File: config.mk
export PLATFORM = sky130hd
export DESIGN_NAME = timebase_strobe_gen
export DESIGN_NICKNAME = d
export VERILOG_FILES = /design/src/rtl/timebase_strobe_gen.sv
export SDC_FILE = /design/constraint.sdc
export NUM_CORES = 1
export LEC_CHECK = 0
export ABC_AREA = 1
export BUFFER_PORTS_ARGS = -buffer_cell sky130_fd_sc_hd__buf_4
export CORE_MARGIN = 4
export CORE_UTILIZATION = 52
export CTS_CLUSTER_DIAMETER = 30
export DETAILED_ROUTE_END_ITERATION = 10
export PLACE_DENSITY_LB_ADDON = 0.3
export SYNTH_ARGS = -nofsm -noshare
export SYNTH_HDL_FRONTEND = slang
export SYNTH_SLANG_ARGS = --single-unit
export TNS_END_PERCENT = 5
File: constraint.sdc
create_clock -name clk_in -period 1.7 [get_ports clk_in]
set_input_delay 0.085 -clock clk_in [delete_from_list [all_inputs] [get_ports clk_in]]
set_output_delay 0.085 -clock clk_in [all_outputs]
set_load 0.005 [all_outputs]
File: src/rtl/timebase_strobe_gen.sv
// -----------------------------------------------------------------------------
// timebase_strobe_gen
//
// Programmable timebase for the capture-path counters. It divides clk_in by a
// ratio that is loaded at run time and emits single-cycle enable strobes. A run
// produces either a finite burst of strobes or continues until it is aborted.
//
// Ports:
//   clk_in      reference clock; all logic runs on its rising edge
//   rst         asynchronous active-high reset; clears all state
//   start       one-cycle request to begin a run; only honoured in IDLE
//   abort       level-sampled request to terminate the current run
//   div_val     divider ratio minus one; latched when a start is accepted
//   burst_len   strobes per run, 0 = continuous; latched when a start is accepted
//   strobe_out  registered one-cycle enable strobe (drives counter cnt_en)
//   busy        high while a run is in progress
//   done        one-cycle pulse coincident with the final strobe of a burst
//   strobe_cnt  strobes issued in the current or most recent run
// -----------------------------------------------------------------------------
module timebase_strobe_gen #(
    parameter int DIV_WIDTH   = 16,
    parameter int BURST_WIDTH = 16
) (
    input  logic                   clk_in,
    input  logic                   rst,
    input  logic                   start,
    input  logic                   abort,
    input  logic [DIV_WIDTH-1:0]   div_val,
    input  logic [BURST_WIDTH-1:0] burst_len,
    output logic                   strobe_out,
    output logic                   busy,
    output logic                   done,
    output logic [BURST_WIDTH-1:0] strobe_cnt
);

    typedef enum logic [0:0] {
        ST_IDLE = 1'b0,
        ST_RUN  = 1'b1
    } state_t;

    state_t                 state_r;
    state_t                 state_next_s;

    logic [DIV_WIDTH-1:0]   presc_r;
    logic [DIV_WIDTH-1:0]   presc_next_s;
    logic [DIV_WIDTH-1:0]   div_l_r;
    logic [DIV_WIDTH-1:0]   div_l_next_s;
    logic [BURST_WIDTH-1:0] burst_l_r;
    logic [BURST_WIDTH-1:0] burst_l_next_s;
    logic [BURST_WIDTH-1:0] cnt_r;
    logic [BURST_WIDTH-1:0] cnt_next_s;
    logic [BURST_WIDTH-1:0] cnt_inc_s;

    logic                   strobe_r;
    logic                   strobe_next_s;
    logic                   done_r;
    logic                   done_next_s;
    logic                   busy_r;
    logic                   busy_next_s;

    logic                   accept_s;
    logic                   tick_s;
    logic                   last_s;

    // Shared decode: start acceptance, prescaler wrap and terminal strobe.
    // abort has priority over a prescaler wrap, so a coincident terminal
    // strobe is suppressed.
    always_comb begin
        accept_s  = (state_r == ST_IDLE) && start && !abort;
        tick_s    = (state_r == ST_RUN) && !abort && (presc_r == div_l_r);
        cnt_inc_s = cnt_r + {{(BURST_WIDTH-1){1'b0}}, 1'b1};
        // burst_l == 0 selects continuous mode, which never terminates
        last_s    = tick_s && (burst_l_r != {BURST_WIDTH{1'b0}})
                           && (cnt_inc_s == burst_l_r);
    end

    // Next-state logic.
    always_comb begin
        state_next_s = state_r;
        case (state_r)
            ST_IDLE: begin
                if (accept_s) begin
                    state_next_s = ST_RUN;
                end else begin
                    state_next_s = ST_IDLE;
                end
            end
            ST_RUN: begin
                if (abort || last_s) begin
                    state_next_s = ST_IDLE;
                end else begin
                    state_next_s = ST_RUN;
                end
            end
            default: begin
                state_next_s = ST_IDLE;
            end
        endcase
    end

    // Next values of the datapath and the registered outputs.
    always_comb begin
        presc_next_s   = presc_r;
        div_l_next_s   = div_l_r;
        burst_l_next_s = burst_l_r;
        cnt_next_s     = cnt_r;
        strobe_next_s  = 1'b0;
        done_next_s    = 1'b0;
        busy_next_s    = 1'b0;
        case (state_r)
            ST_IDLE: begin
                if (accept_s) begin
                    div_l_next_s   = div_val;
                    burst_l_next_s = burst_len;
                    presc_next_s   = {DIV_WIDTH{1'b0}};
                    cnt_next_s     = {BURST_WIDTH{1'b0}};
                    busy_next_s    = 1'b1;
                end else begin
                    busy_next_s    = 1'b0;
                end
            end
            ST_RUN: begin
                if (abort) begin
                    // strobe_cnt keeps the number of strobes already issued
                    presc_next_s = {DIV_WIDTH{1'b0}};
                    busy_next_s  = 1'b0;
                end else if (tick_s) begin
                    presc_next_s  = {DIV_WIDTH{1'b0}};
                    strobe_next_s = 1'b1;
                    cnt_next_s    = cnt_inc_s;
                    done_next_s   = last_s;
                    busy_next_s   = !last_s;
                end else begin
                    presc_next_s  = presc_r + {{(DIV_WIDTH-1){1'b0}}, 1'b1};
                    busy_next_s   = 1'b1;
                end
            end
            default: begin
                presc_next_s = {DIV_WIDTH{1'b0}};
                busy_next_s  = 1'b0;
            end
        endcase
    end

    // State, datapath and output registers with asynchronous clear.
    always_ff @(posedge clk_in or posedge rst) begin
        if (rst) begin
            state_r   <= ST_IDLE;
            presc_r   <= {DIV_WIDTH{1'b0}};
            div_l_r   <= {DIV_WIDTH{1'b0}};
            burst_l_r <= {BURST_WIDTH{1'b0}};
            cnt_r     <= {BURST_WIDTH{1'b0}};
            strobe_r  <= 1'b0;
            done_r    <= 1'b0;
            busy_r    <= 1'b0;
        end else begin
            state_r   <= state_next_s;
            presc_r   <= presc_next_s;
            div_l_r   <= div_l_next_s;
            burst_l_r <= burst_l_next_s;
            cnt_r     <= cnt_next_s;
            strobe_r  <= strobe_next_s;
            done_r    <= done_next_s;
            busy_r    <= busy_next_s;
        end
    end

    assign strobe_out = strobe_r;
    assign busy       = busy_r;
    assign done       = done_r;
    assign strobe_cnt = cnt_r;

endmodule

==> flow_results.xml, run 1 <==
<?xml version="1.0" encoding="UTF-8"?>
<metrics>
  <group name="clocking">
    <metric name="clk_latency" unit="ps">360</metric>
    <metric name="clk_pin_slew" unit="ps">90</metric>
    <metric name="tritoncts_num_sinks" unit="">68</metric>
    <metric name="cts.htree.levels" unit="">3</metric>
    <metric name="cts.path.max_buffers" unit="">2</metric>
    <metric name="cts_buffers" unit="">9</metric>
    <metric name="tritoncts" unit="">done</metric>
    <metric name="cts-root-buf" unit="">clkbuf_8</metric>
  </group>
  <group name="cells_and_area">
    <metric name="num-fill-cells" unit="">479</metric>
    <metric name="final_core_util" unit="%">78.20</metric>
    <metric name="postLayoutCellArea" unit="mm^2">0.005430</metric>
    <metric name="layout-area-overhead-vs-synth" unit="%">42.34</metric>
    <metric name="num_antenna_cells" unit="">0</metric>
    <metric name="nNetsFinal" unit="">710</metric>
    <metric name="non_filler_instances" unit="">773</metric>
    <metric name="final_layout_size_suffix_gt1_share" unit="%">27.03</metric>
  </group>
  <group name="floorplanning">
    <metric name="start_util" unit="%">54.94</metric>
    <metric name="num_io_pins" unit="">55</metric>
    <metric name="core_area" unit="mm^2">0.006944</metric>
    <metric name="die_x" unit="um">93.65</metric>
    <metric name="rows" unit="">30</metric>
    <metric name="fp.dieArea" unit="mm^2">0.008770</metric>
    <metric name="vertical_die_dimension" unit="um">93.65</metric>
  </group>
  <group name="logic_synthesis">
    <metric name="postSynth.topFlopCell" unit="">dfrtp_1</metric>
    <metric name="synth_top_area_share" unit="%">44.60</metric>
    <metric name="synthesis.yosys.warnings" unit="">0</metric>
    <metric name="mappedNetlistNets" unit="">569</metric>
    <metric name="sequential_element_share_of_the_synthesized_area" unit="%">44.60</metric>
    <metric name="most_common_library_cells_after_synthesis" unit="">nand2_1 (184), dfrtp_1 (68), inv_1 (64)</metric>
    <metric name="post_synth.cell_area_avg" unit="um^2">7.184</metric>
    <metric name="synth.lib_cells_used.distinct" unit="">31</metric>
    <metric name="biggest_area_contributors_in_the_synthesized_netlist" unit="">dfrtp_1 (45%), nand2_1 (18%), inv_1 (6.3%)</metric>
    <metric name="synth_largest_area_cell" unit="">dfrtp_1</metric>
    <metric name="synth-seq-cells" unit="">68</metric>
    <metric name="synth-async-reset-ratio" unit="%">100.0</metric>
    <metric name="post_synth_instance_area" unit="mm^2">0.003815</metric>
    <metric name="synthesis.instances" unit="">531</metric>
    <metric name="post-synth-top-count-cell" unit="">nand2_1</metric>
    <metric name="synth-edff-count" unit="">0</metric>
  </group>
  <group name="route">
    <metric name="via_count" unit="">4185</metric>
    <metric name="final_routed_wirelength" unit="um">11480</metric>
    <metric name="vias_per_cell" unit="">5.414</metric>
    <metric name="drtAntennaViolNets" unit="">0</metric>
    <metric name="drt_first_pass_iters" unit="">5</metric>
    <metric name="drc_errors" unit="">0</metric>
    <metric name="post_drt_wl_per_cell" unit="um">14.86</metric>
    <metric name="first_iter_violations" unit="">351</metric>
  </group>
  <group name="power_and_ir_drop">
    <metric name="irDropWorstVdd" unit="uV">776.4</metric>
    <metric name="cellPowerDensity" unit="mW/mm^2">796.6</metric>
    <metric name="power.leakage" unit="nW">2.668</metric>
  </group>
  <group name="grt">
    <metric name="via_count_of_the_first_global_routing_pass" unit="">4205</metric>
    <metric name="groute.layer.met3.usage" unit="%">5.449</metric>
    <metric name="grt-ovfl-total" unit="">0</metric>
    <metric name="overall_fraction_of_global_route_tracks_in_use" unit="%">27.20</metric>
    <metric name="busiest_layer" unit="">met2</metric>
    <metric name="grt_util_met1" unit="%">32.20</metric>
    <metric name="grt_antenna_before_repair" unit="">0</metric>
    <metric name="global_route_wire_length_before_repair" unit="um">18860</metric>
    <metric name="globalRouteMet2Util" unit="%">48.54</metric>
    <metric name="grt_max_degree" unit="">69</metric>
  </group>
  <group name="sta">
    <metric name="final-setup-viol-count" unit="">8</metric>
    <metric name="setup_ws" unit="ps">-265.1</metric>
    <metric name="whs" unit="ps">41.30</metric>
    <metric name="slew_headroom" unit="%">67.12</metric>
    <metric name="fin_crit_sh" unit="%">115.6</metric>
    <metric name="finalWorstPathRequiredPeriod" unit="ps">1965</metric>
    <metric name="setup_repair_after_global_routing_missed_its_margin" unit="">true</metric>
    <metric name="setup_skew" unit="ps">13.93</metric>
    <metric name="maxSlewViolCount" unit="">0</metric>
    <metric name="final_hold_violations" unit="">0</metric>
    <metric name="maximum_clock_rate" unit="MHz">508.9</metric>
    <metric name="max_slew.worst_pin.slew" unit="ps">493.2</metric>
  </group>
  <group name="setup_path">
    <metric name="critPathLaunchType" unit="">flop</metric>
    <metric name="crit_fanout" unit="">5</metric>
    <metric name="critPathArrivalTime" unit="ps">2190</metric>
    <metric name="timing.critical_path.required" unit="ps">1930</metric>
    <metric name="worst-setup-path-type" unit="">flop to flop</metric>
    <metric name="end_kind" unit="">flop</metric>
  </group>
  <group name="placed_design">
    <metric name="hpwl" unit="um">7614</metric>
    <metric name="placed_area" unit="mm^2">0.004697</metric>
    <metric name="placement.setup.worst_slack" unit="ps">-139.3</metric>
    <metric name="dpl.cell_count" unit="">720</metric>
    <metric name="portBuffers" unit="">54</metric>
    <metric name="gp_routability_congestion" unit="">0.9512</metric>
  </group>
  <group name="min_path">
    <metric name="worstHoldPathType" unit="">primary input to flop</metric>
  </group>
  <group name="outcome">
    <metric name="status" unit="">finished with violations</metric>
    <metric name="violations_in_the_final_reports" unit="">negative setup slack</metric>
  </group>
  <group name="job">
    <metric name="maxcap_viol_count" unit="">0</metric>
  </group>
</metrics>
## cell families (layout without fill, tap and decap cells)
| family | count (synthesis) | after routing | share of synthesized area [%] |
|---|---|---|---|
| DFF | 68 | 68 | 44.60 |
| buffers and inverters | 80 | 226 | 8.232 |
| and+or+nand+nor | 310 | 310 | 35.29 |
| xor gates and xnor gates | 15 | 15 | 3.444 |
| adders and majority gates | 2 | 2 | 0.6558 |
| AOI/OAI and AO/OA | 56 | 56 | 7.773 |
## path summary, 6_finish.rpt
check	start	to	slack, ps	cells after the start
worst max-delay path	strobe_cnt[0]	busy	-270	15
worst min-delay path	abort	state_r	40	4
worst min register to register	div_l_r[11]	div_l_r[11]	500	2
min in group asynchronous	rst	strobe_cnt[1]	420	4
max in group asynchronous	rst	div_l_r[13]	960	4
worst max register to register	strobe_cnt[0]	busy	-270	15
## worst max-delay path: stages (launching register included)
cell,delay (ps)
dfrtp_1,440
ha_4,190
nand2_4,70
nor2_4,200
buf_6,130
nand2_1,60
nand3_1,80
nand2_1,70
inv_1,60
nand2_1,80
nor2_1,90
nand3_1,80
nor2_1,80
nand2_1,70
nand2_2,60
nand2_1,40
## layout make-up
type	count	area [um^2]	share of cell area (%)
multi-input cells	383	1931	35.55
flip-flops and latches	68	1704	31.38
repair buffers	141	1177	21.68
clock buffers	11	151.4	2.788
well taps	96	120.1	2.212
clock inverters	5	83.83	1.544
inverters	69	262.8	4.839
## routing by layer
layer  up-vias  part of all wire (%)
li1       1961                     -
met1      1950                    39
met2       226                    51
met3        48                   7.3
met4         0                   3.0
met5         -                     0
## where the power goes
part	internal, W	switching [W]	leakage [nW]	total [W]
Sequential	0.00178	0.000120	0.891	0.00190
Clock	0.000909	0.000673	0.112	0.00158
Combinational	0.000364	0.000482	1.67	0.000846
Total	0.00305	0.00128	2.67	0.00433
## registers in the layout, indices dropped and copies added, names as in the netlist
register    flops
done            1
presc_r        16
state_r         1
strobe_cnt     16
busy            1
strobe_out      1
div_l_r        16
burst_l_r      16
## through the flow
| step | total power, W | setup TNS (ps) |
|---|---|---|
| finish | 0.004326 | -945.1 |
| global route | 0.004521 | -3609 |
| CTS | 0.004272 | -444.7 |
| detailed placement | 0.002650 | -368.9 |
| global placement | 0.002624 | -312.2 |
| floorplan | 0.002359 | 0 |
## timing repair
item                                   4_1_cts  5_1_grt
setup endpoints to repair                   10       33
setup buffers                                2        2
cloned                                       0        0
endpoints found under the hold margin      100        0
pin swaps                                    8       12
gates resized for setup                     12       29
hold buffers                                33        0
## cells in the final DEF (no fill, tap or decap)
cell type      netlist  layout
nor2_4               3       9
ha_2                 0       1
nand2_1            184     175
or2_2                1       1
a21oi_1              6       6
dlygate4sd3_1        0      33
nor3_1               5       4
o22ai_1              7       7
inv_2                4       7
o21ai_2              1       2
clkinv_4             0       1
nand4_1             14      14
nand3_2              2       8
o21a_1               1       1
buf_6                1       3
o21ai_1              2       2
clkinvlp_4           0       3
ha_4                 0       1
clkbuf_8             0      11
dfrtp_1             68      66
nand3_1             38      32
dfrtp_2              0       2
clkinv_1             1       1
buf_12               0       2
bufinv_16            0       2
a31oi_1              1       1
nor2_1              44      38
nand3b_1             1       1
nand2_4              0       2
xnor2_1              1       1
o21ai_0             38      37
nor2_2               9       9
nand2_2              6      13
nor3_2               2       3
xor2_1              14      14
and3_1               1       1
inv_1               64      60
buf_4                1     103
Power figures use the tool's default switching activity.
==> inputs of run 2 (changes only) <==
- ABC_AREA: 1 -> not set
- CORE_ASPECT_RATIO: not set -> 2
- CORE_UTILIZATION: 52 -> 51
==> flow_results.xml, run 2 <==
<?xml version="1.0" encoding="UTF-8"?>
<metrics>
  <group name="min_path">
    <metric name="worstHoldPathType" unit="">primary input to flop</metric>
  </group>
  <group name="cells_and_area">
    <metric name="nNetsFinal" unit="">550</metric>
    <metric name="final_layout_size_suffix_gt1_share" unit="%">42.44</metric>
    <metric name="num-fill-cells" unit="">417</metric>
    <metric name="final_common_cell" unit="">buf_4</metric>
    <metric name="layout-area-overhead-vs-synth" unit="%">52.25</metric>
    <metric name="non_filler_instances" unit="">606</metric>
    <metric name="num_antenna_cells" unit="">0</metric>
    <metric name="final_cell_mix" unit="">buf_4 (140), dfrtp_1 (67), xnor2_1 (35)</metric>
  </group>
  <group name="route">
    <metric name="via_count" unit="">3449</metric>
    <metric name="drtAntennaViolNets" unit="">0</metric>
    <metric name="final_routed_wirelength" unit="um">10920</metric>
    <metric name="post_drt_wl_per_cell" unit="um">18.02</metric>
    <metric name="drt_first_pass_iters" unit="">4</metric>
    <metric name="vias_per_cell" unit="">5.691</metric>
    <metric name="first_iter_violations" unit="">219</metric>
    <metric name="drc_errors" unit="">0</metric>
  </group>
  <group name="clocking">
    <metric name="clk_pin_slew" unit="ps">50</metric>
    <metric name="clk_latency" unit="ps">330</metric>
    <metric name="tritoncts" unit="">done</metric>
    <metric name="cts_buffers" unit="">9</metric>
    <metric name="cts-root-buf" unit="">clkbuf_16</metric>
    <metric name="cts.path.max_buffers" unit="">2</metric>
    <metric name="cts.htree.levels" unit="">3</metric>
    <metric name="tritoncts_num_sinks" unit="">68</metric>
  </group>
  <group name="logic_synthesis">
    <metric name="postSynth.topFlopCell" unit="">dfrtp_1</metric>
    <metric name="post-synth-top-count-cell" unit="">dfrtp_1</metric>
    <metric name="synthesis.instances" unit="">338</metric>
    <metric name="synth_top_area_share" unit="%">47.16</metric>
    <metric name="synth_largest_area_cell" unit="">dfrtp_1</metric>
    <metric name="biggest_area_contributors_in_the_synthesized_netlist" unit="">dfrtp_1 (47%), mux2_2 (10%), xnor2_1 (9.0%)</metric>
    <metric name="mappedNetlistNets" unit="">376</metric>
    <metric name="sequential_element_share_of_the_synthesized_area" unit="%">47.16</metric>
    <metric name="post_synth_instance_area" unit="mm^2">0.003608</metric>
    <metric name="post_synth.cell_area_avg" unit="um^2">10.68</metric>
    <metric name="synth-async-reset-ratio" unit="%">100.0</metric>
    <metric name="synth-seq-cells" unit="">68</metric>
    <metric name="synthesis.yosys.warnings" unit="">0</metric>
    <metric name="synth-edff-count" unit="">0</metric>
    <metric name="synth.lib_cells_used.distinct" unit="">45</metric>
    <metric name="most_common_library_cells_after_synthesis" unit="">dfrtp_1 (68), xnor2_1 (37), mux2_2 (33)</metric>
  </group>
  <group name="setup_path">
    <metric name="worstPathCellList" unit="">ha_4, nand3_4, or4_4, or4_4, a2111oi_4, o22ai_1</metric>
    <metric name="crit_fanout" unit="">6</metric>
    <metric name="critPathMaxStageDelay" unit="ps">570</metric>
    <metric name="worst-setup-path-type" unit="">flop to flop</metric>
    <metric name="timing.critical_path.required" unit="ps">1900</metric>
    <metric name="timing.critical_path.buf_inv" unit="">0</metric>
    <metric name="end_kind" unit="">flop</metric>
    <metric name="critPathMostFrequentCell" unit="">or4_4</metric>
    <metric name="critPathLaunchType" unit="">flop</metric>
    <metric name="critical_path.top_delay_family" unit="">simple AND/OR/NAND/NOR gates</metric>
    <metric name="critPathArrivalTime" unit="ps">2540</metric>
    <metric name="critical_path.slowest_cell" unit="">or4_4</metric>
  </group>
  <group name="floorplanning">
    <metric name="vertical_die_dimension" unit="um">127.0</metric>
    <metric name="rows" unit="">43</metric>
    <metric name="fp.dieArea" unit="mm^2">0.008567</metric>
    <metric name="start_util" unit="%">51.99</metric>
    <metric name="core_area" unit="mm^2">0.006940</metric>
    <metric name="num_io_pins" unit="">55</metric>
    <metric name="die_x" unit="um">67.48</metric>
  </group>
  <group name="outcome">
    <metric name="violations_in_the_final_reports" unit="">negative setup slack</metric>
    <metric name="status" unit="">finished with violations</metric>
  </group>
  <group name="placed_design">
    <metric name="hpwl" unit="um">7327</metric>
    <metric name="portBuffers" unit="">54</metric>
    <metric name="gp_routability_congestion" unit="">0.9344</metric>
    <metric name="dpl.cell_count" unit="">555</metric>
  </group>
  <group name="grt">
    <metric name="grt_max_degree" unit="">69</metric>
    <metric name="via_count_of_the_first_global_routing_pass" unit="">3621</metric>
    <metric name="grt_antenna_before_repair" unit="">0</metric>
    <metric name="overall_fraction_of_global_route_tracks_in_use" unit="%">27.48</metric>
    <metric name="global_route_wire_length_before_repair" unit="um">17350</metric>
    <metric name="grt-ovfl-total" unit="">0</metric>
  </group>
  <group name="sta">
    <metric name="final.setup.tns" unit="ps">-6598</metric>
    <metric name="final_hold_violations" unit="">0</metric>
    <metric name="maxSlewViolCount" unit="">0</metric>
    <metric name="setup_skew" unit="ps">6.559</metric>
    <metric name="fin_crit_sh" unit="%">137.8</metric>
    <metric name="maximum_clock_rate" unit="MHz">426.7</metric>
    <metric name="max_slew.worst_pin.slew" unit="ps">777.4</metric>
    <metric name="setup_ws" unit="ps">-643.3</metric>
    <metric name="final-setup-viol-count" unit="">34</metric>
    <metric name="setup_repair_after_global_routing_missed_its_margin" unit="">true</metric>
    <metric name="finalWorstPathRequiredPeriod" unit="ps">2343</metric>
    <metric name="slew_headroom" unit="%">47.69</metric>
  </group>
  <group name="power_and_ir_drop">
    <metric name="cellPowerDensity" unit="mW/mm^2">858.7</metric>
    <metric name="irDropWorstVdd" unit="uV">808.0</metric>
    <metric name="power.leakage" unit="nW">2.446</metric>
  </group>
  <group name="job">
    <metric name="maxcap_viol_count" unit="">0</metric>
  </group>
</metrics>
## run 2: cell count changes after synthesis, sizes merged, moves of 5 or more
cell,previous run,this run
and4,0,5
nor2,56,20
o31ai,0,7
nand4,14,8
inv,68,7
nor4,0,9
nand3,40,15
nand2,190,21
mux2,0,34
a22o,0,8
o21ai,41,24
o22ai,7,2
xnor2,1,37
nand2b,0,6
## run 2: worst paths after layout
path | startpoint | end | slack, ps | cells after the start
min in group asynchronous | rst | presc_r[12] | 400 | 4
worst max register to register | strobe_cnt[0] | state_r | -640 | 6
worst min-delay path | abort | presc_r[0] | 260 | 3
worst min register to register | div_l_r[2] | div_l_r[2] | 530 | 1
max in group asynchronous | rst | strobe_cnt[0] | 990 | 4
worst max-delay path | strobe_cnt[0] | state_r | -640 | 6
## run 2: cell type report
cell class	count	area, um^2	share of cell area, %
Timing Repair Buffer	176	1424	25.92
Multi-Input combinational cell	250	1964	35.75
Sequential cell	68	1703	31.00
Tap cell	90	112.6	2.050
Clock inverter	3	15.01	0.2733
Clock buffer	12	246.5	4.486
Inverter	7	28.78	0.5238
## run 2: worst reg2reg max path: cells and delay by family, from the launching register on
family / cells / cell delay [ps]
simple gates: 3 / 1160
compound gates: 2 / 500
flops: 1 / 390
fa+ha+maj: 1 / 160
## run 2: per-layer routing
layer,vias up,routed length (um),global-route usage [%]
met4,0,743,18.66
li1,1565,-,-
met2,138,6258,49.45
met5,-,0,0
met1,1684,3475,25.57
met3,62,441,6.732
## run 2: report_power, final
part           switching, W  internal, W
sequential         0.000159      0.00181
clock              0.000646      0.00101
combinational      0.000471     0.000619
total               0.00128      0.00344
## run 2: kinds of logic (layout without fill, tap and decap cells)
family | after synthesis | count (layout) | synth area share [%]
AO/OA/AOI/OAI | 55 | 55 | 10.54
XOR/XNOR | 49 | 49 | 11.89
adder cells (fa/ha/maj) | 2 | 2 | 0.6934
buffers and inverters | 20 | 198 | 2.184
flip-flops | 68 | 68 | 47.16
multiplexers | 34 | 34 | 10.61
AND/OR/NAND/NOR | 110 | 110 | 16.92
## run 2: what timing repair did
item | 4_1_cts | 5_1_grt
gates resized for setup | 15 | 14
setup endpoints to repair | 35 | 67
setup buffers | 0 | 3
pin swaps | 1 | 3
endpoints found under the hold margin | 100 | 0
gates cloned | 0 | 0
hold buffers | 33 | 0
## run 2: metrics by stage
step	hold slack, ps	total power, W	worst slack, ps	cell area (um^2)	util, %
floorplan	236.7	0.002534	-682.2	3657	-
global placement	193.6	0.002927	-588.2	4778	68.85
detailed placement	196.0	0.002970	-680.5	4778	68.85
CTS	231.7	0.004720	-611.4	5404	77.86
global route	285.3	0.004938	-705.9	5494	79.16
finish	264.0	0.004718	-643.3	5494	79.16
==> inputs of run 3 (changes only) <==
- SKIP_CTS_REPAIR_TIMING: not set -> 1
==> flow_results.xml, run 3 (synthesized netlist as in run 2, its figures left out) <==
<?xml version="1.0" encoding="UTF-8"?>
<metrics>
  <group name="power_and_ir_drop">
    <metric name="total_power" unit="W">0.004720</metric>
    <metric name="p_int" unit="W">0.003435</metric>
    <metric name="power_switching_share" unit="%">27.23</metric>
    <metric name="power.combinational.fraction" unit="%">22.8</metric>
    <metric name="power.leakage" unit="nW">2.418</metric>
    <metric name="p_sw" unit="W">0.001285</metric>
    <metric name="share_of_total_power_in_the_clock_network" unit="%">35.4</metric>
    <metric name="irDropWorstVdd" unit="uV">807.8</metric>
    <metric name="p_seq_share" unit="%">41.8</metric>
    <metric name="cellPowerDensity" unit="mW/mm^2">870.0</metric>
  </group>
  <group name="placed_design">
    <metric name="hpwl" unit="um">7327</metric>
    <metric name="gp_routability_congestion" unit="">0.9344</metric>
    <metric name="portBuffers" unit="">54</metric>
  </group>
  <group name="route">
    <metric name="via_count" unit="">3352</metric>
    <metric name="drtAntennaViolNets" unit="">0</metric>
    <metric name="drc_errors" unit="">0</metric>
    <metric name="final_routed_wirelength" unit="um">10510</metric>
    <metric name="first_iter_violations" unit="">228</metric>
    <metric name="vias_per_cell" unit="">5.596</metric>
    <metric name="post_drt_wl_per_cell" unit="um">17.55</metric>
    <metric name="drt_first_pass_iters" unit="">5</metric>
  </group>
  <group name="cells_and_area">
    <metric name="num_antenna_cells" unit="">0</metric>
    <metric name="final_common_cell" unit="">buf_4</metric>
    <metric name="final_core_util" unit="%">78.17</metric>
    <metric name="final_cell_mix" unit="">buf_4 (139), dfrtp_1 (67), xnor2_1 (35)</metric>
    <metric name="nNetsFinal" unit="">543</metric>
    <metric name="layout-area-overhead-vs-synth" unit="%">50.35</metric>
    <metric name="final_layout_size_suffix_gt1_share" unit="%">42.44</metric>
  </group>
  <group name="clocking">
    <metric name="clk_pin_slew" unit="ps">50</metric>
    <metric name="cts-root-buf" unit="">clkbuf_16</metric>
    <metric name="cts.htree.levels" unit="">3</metric>
    <metric name="tritoncts" unit="">done</metric>
    <metric name="cts.path.max_buffers" unit="">2</metric>
    <metric name="cts_buffers" unit="">9</metric>
    <metric name="clk_latency" unit="ps">340</metric>
    <metric name="tritoncts_num_sinks" unit="">68</metric>
  </group>
  <group name="setup_path">
    <metric name="crit_fanout" unit="">6</metric>
    <metric name="worst_setup_path_startpoint" unit="">strobe_cnt[0]</metric>
    <metric name="end_kind" unit="">flop</metric>
    <metric name="r2r-start" unit="">strobe_cnt[0]</metric>
    <metric name="critPathArrivalTime" unit="ps">2520</metric>
    <metric name="critPathMaxStageDelay" unit="ps">410</metric>
    <metric name="critPathLaunchType" unit="">flop</metric>
    <metric name="setup.worst_path.end" unit="">state_r</metric>
    <metric name="critical_path.slowest_cell" unit="">a2111oi_4</metric>
    <metric name="reg2reg_depth" unit="">9</metric>
    <metric name="critPathMostFrequentCell" unit="">buf_4</metric>
    <metric name="worst-setup-path-type" unit="">flop to flop</metric>
    <metric name="r2r_slack" unit="ps">-610</metric>
    <metric name="critical_path.top_delay_family" unit="">compound AO/OA/AOI/OAI gates</metric>
    <metric name="timing.critical_path.required" unit="ps">1910</metric>
    <metric name="critical_path_cell_count" unit="">9</metric>
    <metric name="worstPathCellList" unit="">buf_4, nand4_1, buf_4, buf_4, nor4_2, nand2_1, a211o_1, a2111oi_4, o22ai_1</metric>
    <metric name="timing.critical_path.buf_inv" unit="">3</metric>
    <metric name="reg2reg_to" unit="">state_r</metric>
  </group>
  <group name="grt">
    <metric name="global_route_wire_length_before_repair" unit="um">16080</metric>
    <metric name="via_count_of_the_first_global_routing_pass" unit="">3475</metric>
    <metric name="overall_fraction_of_global_route_tracks_in_use" unit="%">25.37</metric>
    <metric name="grt_max_degree" unit="">69</metric>
    <metric name="grt_antenna_before_repair" unit="">0</metric>
    <metric name="grt-ovfl-total" unit="">0</metric>
  </group>
  <group name="floorplanning">
    <metric name="num_io_pins" unit="">55</metric>
    <metric name="core_area" unit="mm^2">0.006940</metric>
    <metric name="start_util" unit="%">51.99</metric>
    <metric name="vertical_die_dimension" unit="um">127.0</metric>
    <metric name="rows" unit="">43</metric>
    <metric name="fp.dieArea" unit="mm^2">0.008567</metric>
    <metric name="die_x" unit="um">67.48</metric>
  </group>
  <group name="job">
    <metric name="maxcap_viol_count" unit="">0</metric>
  </group>
  <group name="sta">
    <metric name="fin_crit_sh" unit="%">136.1</metric>
    <metric name="final-setup-viol-count" unit="">34</metric>
    <metric name="final_hold_violations" unit="">5</metric>
    <metric name="maximum_clock_rate" unit="MHz">432.2</metric>
    <metric name="maxSlewViolCount" unit="">0</metric>
    <metric name="setup_ws" unit="ps">-613.6</metric>
    <metric name="whs" unit="ps">-16.87</metric>
    <metric name="setup_skew" unit="ps">6.524</metric>
    <metric name="max_slew.worst_pin.slew" unit="ps">772.9</metric>
    <metric name="setup_repair_after_global_routing_missed_its_margin" unit="">true</metric>
    <metric name="finalWorstPathRequiredPeriod" unit="ps">2314</metric>
    <metric name="slew_headroom" unit="%">48.00</metric>
  </group>
  <group name="min_path">
    <metric name="worstHoldPathType" unit="">primary input to flop</metric>
  </group>
  <group name="outcome">
    <metric name="violations_in_the_final_reports" unit="">negative hold slack, negative setup slack</metric>
    <metric name="status" unit="">finished with violations</metric>
  </group>
</metrics>
==> run 3: changes by cell type in the layout (fill, tap and decap cells not counted), sizes merged <==
cell / previous run / this run
dlygate4sd3: 33 / 27
buf: 143 / 142
==> run 3: metal layers <==
layer | routed length (um) | global-route usage (%) | up-vias | part of all wire (%)
met5 | 0 | 0 | - | 0
li1 | - | - | 1552 | -
met1 | 3459 | 23.50 | 1648 | 33
met4 | 634 | 18.42 | 0 | 6.0
met3 | 403 | 4.960 | 44 | 3.8
met2 | 6016 | 46.01 | 108 | 57
==> run 3: cell type report <==
cell class	instances	area [um^2]
clock buffer	12	246.5
inverter	7	28.78
timing repair buffer	169	1356
tap	90	112.6
sequential	68	1703
multi-input combinational	250	1963
clock inverter	3	15.01
fill	428	1515
==> run 3: worst min path at each step <==
stage	from	endpoint	slack (ps)	cells past startpoint
finish	div_val[11]	div_l_r[11]	-20	2
global placement	rst	div_l_r[3]	190	3
detailed placement	rst	burst_l_r[15]	200	3
floorplan	div_val[4]	div_l_r[4]	240	1
global route	div_val[9]	div_l_r[9]	-7	2
CTS	rst	burst_l_r[15]	-160	3
==> run 3: power by group through the flow <==
stage / clock network, W / registers [W] / logic, W
finish: 0.00167 / 0.00197 / 0.00108
global route: 0.00175 / 0.00199 / 0.00117
CTS: 0.00169 / 0.00196 / 0.000995
detailed placement: 0 / 0.00199 / 0.000983
global placement: 0 / 0.00197 / 0.000952
floorplan: 0 / 0.00198 / 0.000556
==> run 3: worst register-to-register path, cell delays in order, from the launching register on <==
cell	delay [ps]
dfrtp_2	390
buf_4	160
nand4_1	110
buf_4	190
buf_4	140
nor4_2	280
nand2_1	80
a211o_1	310
a2111oi_4	410
o22ai_1	110
==> run 3: through the flow <==
step / setup TNS (ps) / setup slack [ps] / cells / hold WS, ps / area, um^2
CTS: -10310 / -690.1 / 570 / -155.3 / 5040
global route: -11310 / -711.5 / 599 / -7.268 / 5425
detailed placement: -9759 / -680.5 / 555 / 196.0 / 4778
floorplan: -12060 / -682.2 / 338 / 236.7 / 3657
global placement: -8760 / -588.2 / 555 / 193.6 / 4778
finish: -7129 / -613.6 / 599 / -16.87 / 5425
